===== src/rtl/mutex_lock_server_if.sv =====
// mutex_lock_server_if
//   Client/server bundle for the mutex lock server.
//   master : client side (drives req, rel, stall; observes lock status)
//   slave  : server side (observes requests; drives lock status)
//   Signals:
//     req[NPROC]    level request per process
//     rel[NPROC]    single-cycle release pulse per process
//     stall         inhibits new grants
//     grant[NPROC]  one-hot-or-zero grant
//     owner[IDW]    current/last grantee index
//     busy          lock granted or recovering
//     turn[IDW]     round-robin priority pointer
//     timeout       one-cycle forced-revoke pulse
//     err           sticky protocol-error flag
interface mutex_lock_server_if #(
  parameter int NPROC = 2,
  parameter int IDW   = 1
);
  logic [NPROC-1:0] req;
  logic [NPROC-1:0] rel;
  logic             stall;
  logic [NPROC-1:0] grant;
  logic [IDW-1:0]   owner;
  logic             busy;
  logic [IDW-1:0]   turn;
  logic             timeout;
  logic             err;

  modport master (
    output req, rel, stall,
    input  grant, owner, busy, turn, timeout, err
  );

  modport slave (
    input  req, rel, stall,
    output grant, owner, busy, turn, timeout, err
  );
endinterface


===== src/rtl/mutex_lock_server.sv =====
// mutex_lock_server
//   Resource-side lock server for up to NPROC client processes. Grants a
//   single shared lock round-robin starting at the turn pointer, takes it
//   back on rel[owner] or after HOLD_MAX held cycles, and inserts one dead
//   RECOVER cycle after every release before the next grant.
//   Ports:
//     clock    posedge clock
//     reset_n  asynchronous active-low reset
//     bus      mutex_lock_server_if.slave (req/rel/stall in, status out)
module mutex_lock_server #(
  parameter int NPROC    = 2,
  parameter int IDW      = 1,
  parameter int HOLD_MAX = 15,
  parameter int CW       = 4
) (
  input logic              clock,
  input logic              reset_n,
  mutex_lock_server_if.slave bus
);

  typedef enum logic [1:0] {
    IDLE    = 2'd0,
    HELD    = 2'd1,
    RECOVER = 2'd2
  } state_t;

  localparam logic [CW-1:0]  CNT_MAX   = '1;
  // Counter value seen at the edge that ends the HOLD_MAX-th held cycle.
  localparam logic [CW-1:0]  REVOKE_AT = (HOLD_MAX == 0) ? '0 : CW'(HOLD_MAX - 1);
  localparam logic [IDW:0]   NPROC_W   = (IDW + 1)'(NPROC);
  localparam logic [NPROC-1:0] ONE     = NPROC'(1);

  state_t           state_q, state_d;
  logic [NPROC-1:0] grant_q, grant_d;
  logic [IDW-1:0]   owner_q, owner_d;
  logic [IDW-1:0]   turn_q,  turn_d;
  logic [CW-1:0]    cnt_q,   cnt_d;
  logic             busy_q,  busy_d;
  logic             timeout_q, timeout_d;
  logic             err_q,   err_d;

  // (base + off) mod NPROC; base < NPROC and off < NPROC, so one
  // conditional subtract suffices and turn never reaches NPROC.
  function automatic logic [IDW-1:0] wrap_add(input logic [IDW-1:0] base,
                                              input logic [IDW:0]   off);
    logic [IDW:0] sum;
    sum = {1'b0, base} + off;
    if (sum >= NPROC_W) sum = sum - NPROC_W;
    return sum[IDW-1:0];
  endfunction

  // Round-robin pick: rotate req so bit 0 is the process at turn, then
  // take the lowest set bit as the offset from turn.
  logic [2*NPROC-1:0] req_dbl;
  logic [NPROC-1:0]   req_rot;
  logic [IDW:0]       pick_off;
  logic               pick_valid;

  always_comb begin
    // NOTE: every always_comb output gets a default first; a path that
    // leaves one unassigned would infer a latch.
    pick_off   = '0;
    req_dbl    = {bus.req, bus.req};
    req_rot    = req_dbl[turn_q +: NPROC];
    pick_valid = |req_rot;
    for (int k = NPROC - 1; k >= 0; k--) begin
      if (req_rot[k]) pick_off = (IDW + 1)'(k);
    end
  end

  // Release qualification. Any rel bit other than the current holder's,
  // or more than one bit at once, is a protocol error but otherwise ignored.
  logic [NPROC-1:0] held_mask;
  logic             rel_valid, rel_stray, rel_multi, revoke;

  always_comb begin
    held_mask = (state_q == HELD) ? (ONE << owner_q) : '0;
    rel_valid = |(bus.rel & held_mask);
    rel_stray = |(bus.rel & ~held_mask);
    rel_multi = |(bus.rel & (bus.rel - ONE));
    revoke    = (HOLD_MAX != 0) && (cnt_q == REVOKE_AT);
  end

  always_comb begin
    state_d   = state_q;
    grant_d   = grant_q;
    owner_d   = owner_q;
    turn_d    = turn_q;
    cnt_d     = cnt_q;
    busy_d    = busy_q;
    timeout_d = 1'b0;
    err_d     = err_q | rel_stray | rel_multi;

    unique case (state_q)
      IDLE: begin
        if (!bus.stall && pick_valid) begin
          state_d = HELD;
          owner_d = wrap_add(turn_q, pick_off);
          grant_d = ONE << owner_d;
          busy_d  = 1'b1;
          cnt_d   = '0;
        end
      end
      HELD: begin
        // A genuine release takes priority over an expiring hold limit.
        if (rel_valid || revoke) begin
          state_d   = RECOVER;
          grant_d   = '0;
          turn_d    = wrap_add(owner_q, (IDW + 1)'(1));
          timeout_d = !rel_valid;
        end else if (cnt_q != CNT_MAX) begin
          cnt_d = cnt_q + CW'(1);
        end
      end
      RECOVER: begin
        state_d = IDLE;
        busy_d  = 1'b0;
      end
      default: begin
        state_d = IDLE;
        grant_d = '0;
        busy_d  = 1'b0;
      end
    endcase
  end

  // NOTE: every register here is control state, so all of it is reset;
  // there is no storage array that could be left unreset.
  always_ff @(posedge clock or negedge reset_n) begin
    if (!reset_n) begin
      state_q   <= IDLE;
      grant_q   <= '0;
      owner_q   <= '0;
      turn_q    <= '0;
      cnt_q     <= '0;
      busy_q    <= 1'b0;
      timeout_q <= 1'b0;
      err_q     <= 1'b0;
    end else begin
      // NOTE: non-blocking assignments so every register samples the
      // pre-edge values regardless of statement order.
      state_q   <= state_d;
      grant_q   <= grant_d;
      owner_q   <= owner_d;
      turn_q    <= turn_d;
      cnt_q     <= cnt_d;
      busy_q    <= busy_d;
      timeout_q <= timeout_d;
      err_q     <= err_d;
    end
  end

  assign bus.grant   = grant_q;
  assign bus.owner   = owner_q;
  assign bus.turn    = turn_q;
  assign bus.busy    = busy_q;
  assign bus.timeout = timeout_q;
  assign bus.err     = err_q;

endmodule


===== src/flat_wrapper.sv =====
// flat-port wrapper written by rule: the top's interface ports become plain ports
module mutex_lock_server_flat 
#(
  parameter int NPROC    = 2,
  parameter int IDW      = 1,
  parameter int HOLD_MAX = 15,
  parameter int CW       = 4
)
  (clock, reset_n, bus_req, bus_rel, bus_stall, bus_grant, bus_owner, bus_busy, bus_turn, bus_timeout, bus_err);
  mutex_lock_server_if #(.NPROC(NPROC), .IDW(IDW)) bus_i ();
  input logic clock;
  input logic reset_n;
  input wire logic [$bits(bus_i.req)-1:0] bus_req;
  input wire logic [$bits(bus_i.rel)-1:0] bus_rel;
  input wire logic [$bits(bus_i.stall)-1:0] bus_stall;
  output wire logic [$bits(bus_i.grant)-1:0] bus_grant;
  output wire logic [$bits(bus_i.owner)-1:0] bus_owner;
  output wire logic [$bits(bus_i.busy)-1:0] bus_busy;
  output wire logic [$bits(bus_i.turn)-1:0] bus_turn;
  output wire logic [$bits(bus_i.timeout)-1:0] bus_timeout;
  output wire logic [$bits(bus_i.err)-1:0] bus_err;
  assign bus_i.req = bus_req;
  assign bus_i.rel = bus_rel;
  assign bus_i.stall = bus_stall;
  assign bus_grant = bus_i.grant;
  assign bus_owner = bus_i.owner;
  assign bus_busy = bus_i.busy;
  assign bus_turn = bus_i.turn;
  assign bus_timeout = bus_i.timeout;
  assign bus_err = bus_i.err;
  mutex_lock_server #(.NPROC(NPROC), .IDW(IDW), .HOLD_MAX(HOLD_MAX), .CW(CW)) u_core (.clock(clock), .reset_n(reset_n), .bus(bus_i));
endmodule

===== config.mk =====
export PLATFORM = sky130hd
export DESIGN_NAME = mutex_lock_server_flat
export DESIGN_NICKNAME = d
export VERILOG_FILES = /design/src/rtl/mutex_lock_server_if.sv /design/src/rtl/mutex_lock_server.sv /design/src/flat_wrapper.sv
export SDC_FILE = /design/constraint.sdc
export NUM_CORES = 1
export LEC_CHECK = 0
export ABC_AREA = 1
export BUFFER_PORTS_ARGS = -buffer_cell sky130_fd_sc_hd__buf_2
export CAP_MARGIN = 20
export CORE_UTILIZATION = 46
export CTS_CLUSTER_SIZE = 12
export DETAILED_ROUTE_END_ITERATION = 16
export PLACE_DENSITY = 0.68
export SLEW_MARGIN = 0
export SYNTH_ARGS = -nofsm -noshare
export SYNTH_HDL_FRONTEND = slang
export SYNTH_SLANG_ARGS = --single-unit

===== constraint.sdc =====
create_clock -name clock -period 1.25 [get_ports clock]
set_input_delay 0.0625 -clock clock [delete_from_list [all_inputs] [get_ports clock]]
set_output_delay 0.0625 -clock clock [all_outputs]
set_load 0.01 [all_outputs]

==> impl_metrics.ini <==
[outcome]
status = complete, but fails checks
violations = setup timing

[routing]
routedWlPerCell_microns = 12.4
ant_nets = 0
first_iter_violations = 12
firstDrtPassIters = 5
vias = 636
viasPerCell = 5.21
drt_wl_total_mm = 1.51
drcViolationCount = 0

[clock_tree]
clock-sinks = 13
cts.clk_slew.worst_paths_ns = 0.09
numCtsBuffers = 3
clk_latency_ns = 0.29
htreeDepth = 1
cts_max_path_buffers = 2
cts_tree = yes
cts_root_buf = clkbuf_4

[timing]
rsz0062_at_grt = true
relSlewSlack_pct = 80.5
fin_skew_ns = 0.00615
fin_crit_ns = 1.28
setup_viol = 4
fmax_ghz = 0.782
hold_viol_final = 0
finalCritPeriodShare_pct = 102
tightest_slew_ns = 0.292
slew_viol_final = 0
setup_ws_ns = -0.0287

[power_and_ir_drop]
vdd_ir_drop_max_mv = 1.25
seqPwrFrac_pct = 36.1
switching_share_pct = 45.5
p_leak_nw = 0.479
switchingPower_uw = 875
clockPowerShare_pct = 13.9
power.density_nw_per_um2 = 2160
pwr-share-comb_pct = 50.0
intPower_mw = 1.05

[floorplanning]
core-area_sq_um = 1370
fp-row-count = 13
dieHeight_microns = 41.1
io_pins = 14
die_w_microns = 41.1
initial_core_util_pct = 51.6
dieArea_sq_um = 1690

[setup_path]
crit_chain = ha_2, nand2_2, nor3_4, nor2_8, nand2_4, nand2_1, nand2_1
max_stage_delay_ns = 0.38
cp_num_buf_inv = 0
path_class = register to register
critical-path-top-delay-family = simple AND/OR/NAND/NOR gates
cp.required_ns = 1.47
cp_slowest_cell = dfrtp_1
critPathMostFrequentCell = nand2_1
arrival_ns = 1.50
crit_fanout = 5
startpoint_type = register
critPathCaptureType = register

[final_layout]
area_delta_synth_final_pct = 26.5
post-route-util_pct = 65.2
most-common-layout-cells = 24 x nand2_1, 13 x buf_2, 11 x dfrtp_1
num-fill-cells = 122
mostFrequentLayoutCell = nand2_1
nNetsFinal = 117
drive_gt1_share_pct = 37.4
antennaDiodeCount = 0

[placement]
io_buffers = 13
gp_congestion = 0.765
dp_slack_ns = -0.0138
hpwl_mm = 1.02

[global_route]
grt_max_degree = 14
grt_pass1_wl_mm = 2.44
antenna_found_initial = 0
grt_pass1_vias = 579
grt_overflow = 0
gr-usage-all-layers_pct = 23.0

[synth]
synthCells = 84
yosysSeqAreaShare_pct = 46.2
synth-seq-cells = 13
syn-cell-area_sq_um = 704
synthesis.nets = 93
synth_warnings = 0
postSynthAreaPerCell_sq_um = 8.39
synth_cell_types = 19

[hold_path]
hold_class = input pin to register

[run]
maxCapViolations = 0
==> per-layer routing <==
layer | GRT usage (%) | routed length, microns | vias to the layer above
met5 | 0 | 0 | -
met4 | 12.1 | 30 | 0
met3 | 3.26 | 63 | 4
met2 | 35.5 | 723 | 17
met1 | 30.8 | 695 | 293
li1 | - | - | 322
==> per-stage QoR <==
step | hold slack, ns | instance area (sq um) | TNS [ns] | power, mW | cells
after floorplan | -0.233 | 704 | 0 | 1.29 | 84
after global placement | -0.0344 | 796 | 0 | 1.50 | 113
after detailed placement | -0.0373 | 796 | -0.0239 | 1.52 | 113
after CTS | 0.00675 | 863 | 0 | 1.83 | 121
after global routing | 0.0458 | 891 | -0.473 | 2.08 | 122
final | 0.00163 | 891 | -0.0667 | 1.93 | 122
==> timing repair <==
item	4_1_cts	5_1_grt
buffers inserted	2	1
pin swaps	1	10
hold endpoints to repair	14	0
hold buffers	2	0
gates resized for setup	1	7
gates cloned	0	0
endpoints found under the setup margin	4	8
==> logic make-up (layout without fill, tap and decap cells) <==
logic type	Yosys count	count (layout)	share of synthesized area (%)
AOI/OAI and AO/OA	8	8	6.04
adders and majority gates	2	2	3.55
buffers and inverters	9	32	4.80
DFF	13	13	46.2
and+or+nand+nor	52	52	39.4
==> power groups by stage <==
stage	logic [mW]	clock network [mW]	registers (mW)
detailed placement	0.821	0	0.696
CTS	0.878	0.266	0.683
global placement	0.816	0	0.689
global route	1.09	0.277	0.719
floorplan	0.578	0	0.712
finish	0.963	0.268	0.695
==> synthesized netlist by cell type <==
cell,number,area [sq um]
a21oi_1,2,10.0
dfrtp_1,13,325
ha_1,2,25.0
inv_1,5,18.8
inv_2,4,15.0
nand2_1,26,97.6
nand2_4,2,22.5
nand3_1,7,35.0
nand3_2,1,10.0
nand4_1,3,18.8
nor2_1,8,30.0
nor2_4,1,11.3
nor2_8,1,20.0
nor3_2,1,10.0
nor3_4,1,16.3
o21ai_0,3,15.0
o21ai_1,2,10.0
o21bai_1,1,7.51
or2_1,1,6.26
==> worst register-to-register path: cells and delay by family (launching register included) <==
family	cells	cell delay, ns
simple gates	6	0.62
flops	1	0.38
fa+ha+maj	1	0.22
==> final timing paths <==
| path | startpoint | end | slack (ns) | cells past startpoint |
|---|---|---|---|---|
| setup reg to reg | u_core.cnt_q[1]$_DFFE_PN0P_ | u_core.cnt_q[0]$_DFFE_PN0P_ | -0.03 | 7 |
| setup / recovery | u_core.cnt_q[1]$_DFFE_PN0P_ | u_core.cnt_q[0]$_DFFE_PN0P_ | -0.03 | 7 |
| min in group asynchronous | reset_n | u_core.bus.grant[1]$_DFFE_PN0P_ | 0.18 | 2 |
| max in group asynchronous | reset_n | u_core.state_q[1]$_DFFE_PN0P_ | 0.82 | 2 |
| hold reg to reg | u_core.bus.grant[0]$_DFFE_PN0P_ | u_core.bus.grant[0]$_DFFE_PN0P_ | 0.47 | 2 |
| hold / removal | bus_rel[0] | u_core.bus.err$_DFF_PN0_ | 0.002 | 3 |
==> final cells by class <==
type / instances / area (sq um) / share of cell area [%]
Sequential cell: 13 / 328 / 36.8
Inverter: 9 / 33.8 / 3.79
Timing Repair Buffer: 19 / 115 / 12.9
Multi-Input combinational cell: 62 / 368 / 41.3
Clock inverter: 1 / 5.00 / 0.562
Clock buffer: 3 / 22.5 / 2.53
Tap cell: 15 / 18.8 / 2.11
==> state kept, by name (all words and copies together) (netlist names) <==
name                count
u_core.cnt_q            4
u_core.bus.turn         1
u_core.bus.owner        1
u_core.bus.busy         1
u_core.state_q          2
u_core.bus.timeout      1
u_core.bus.grant        2
u_core.bus.err          1
Power figures use the tool's default switching activity.
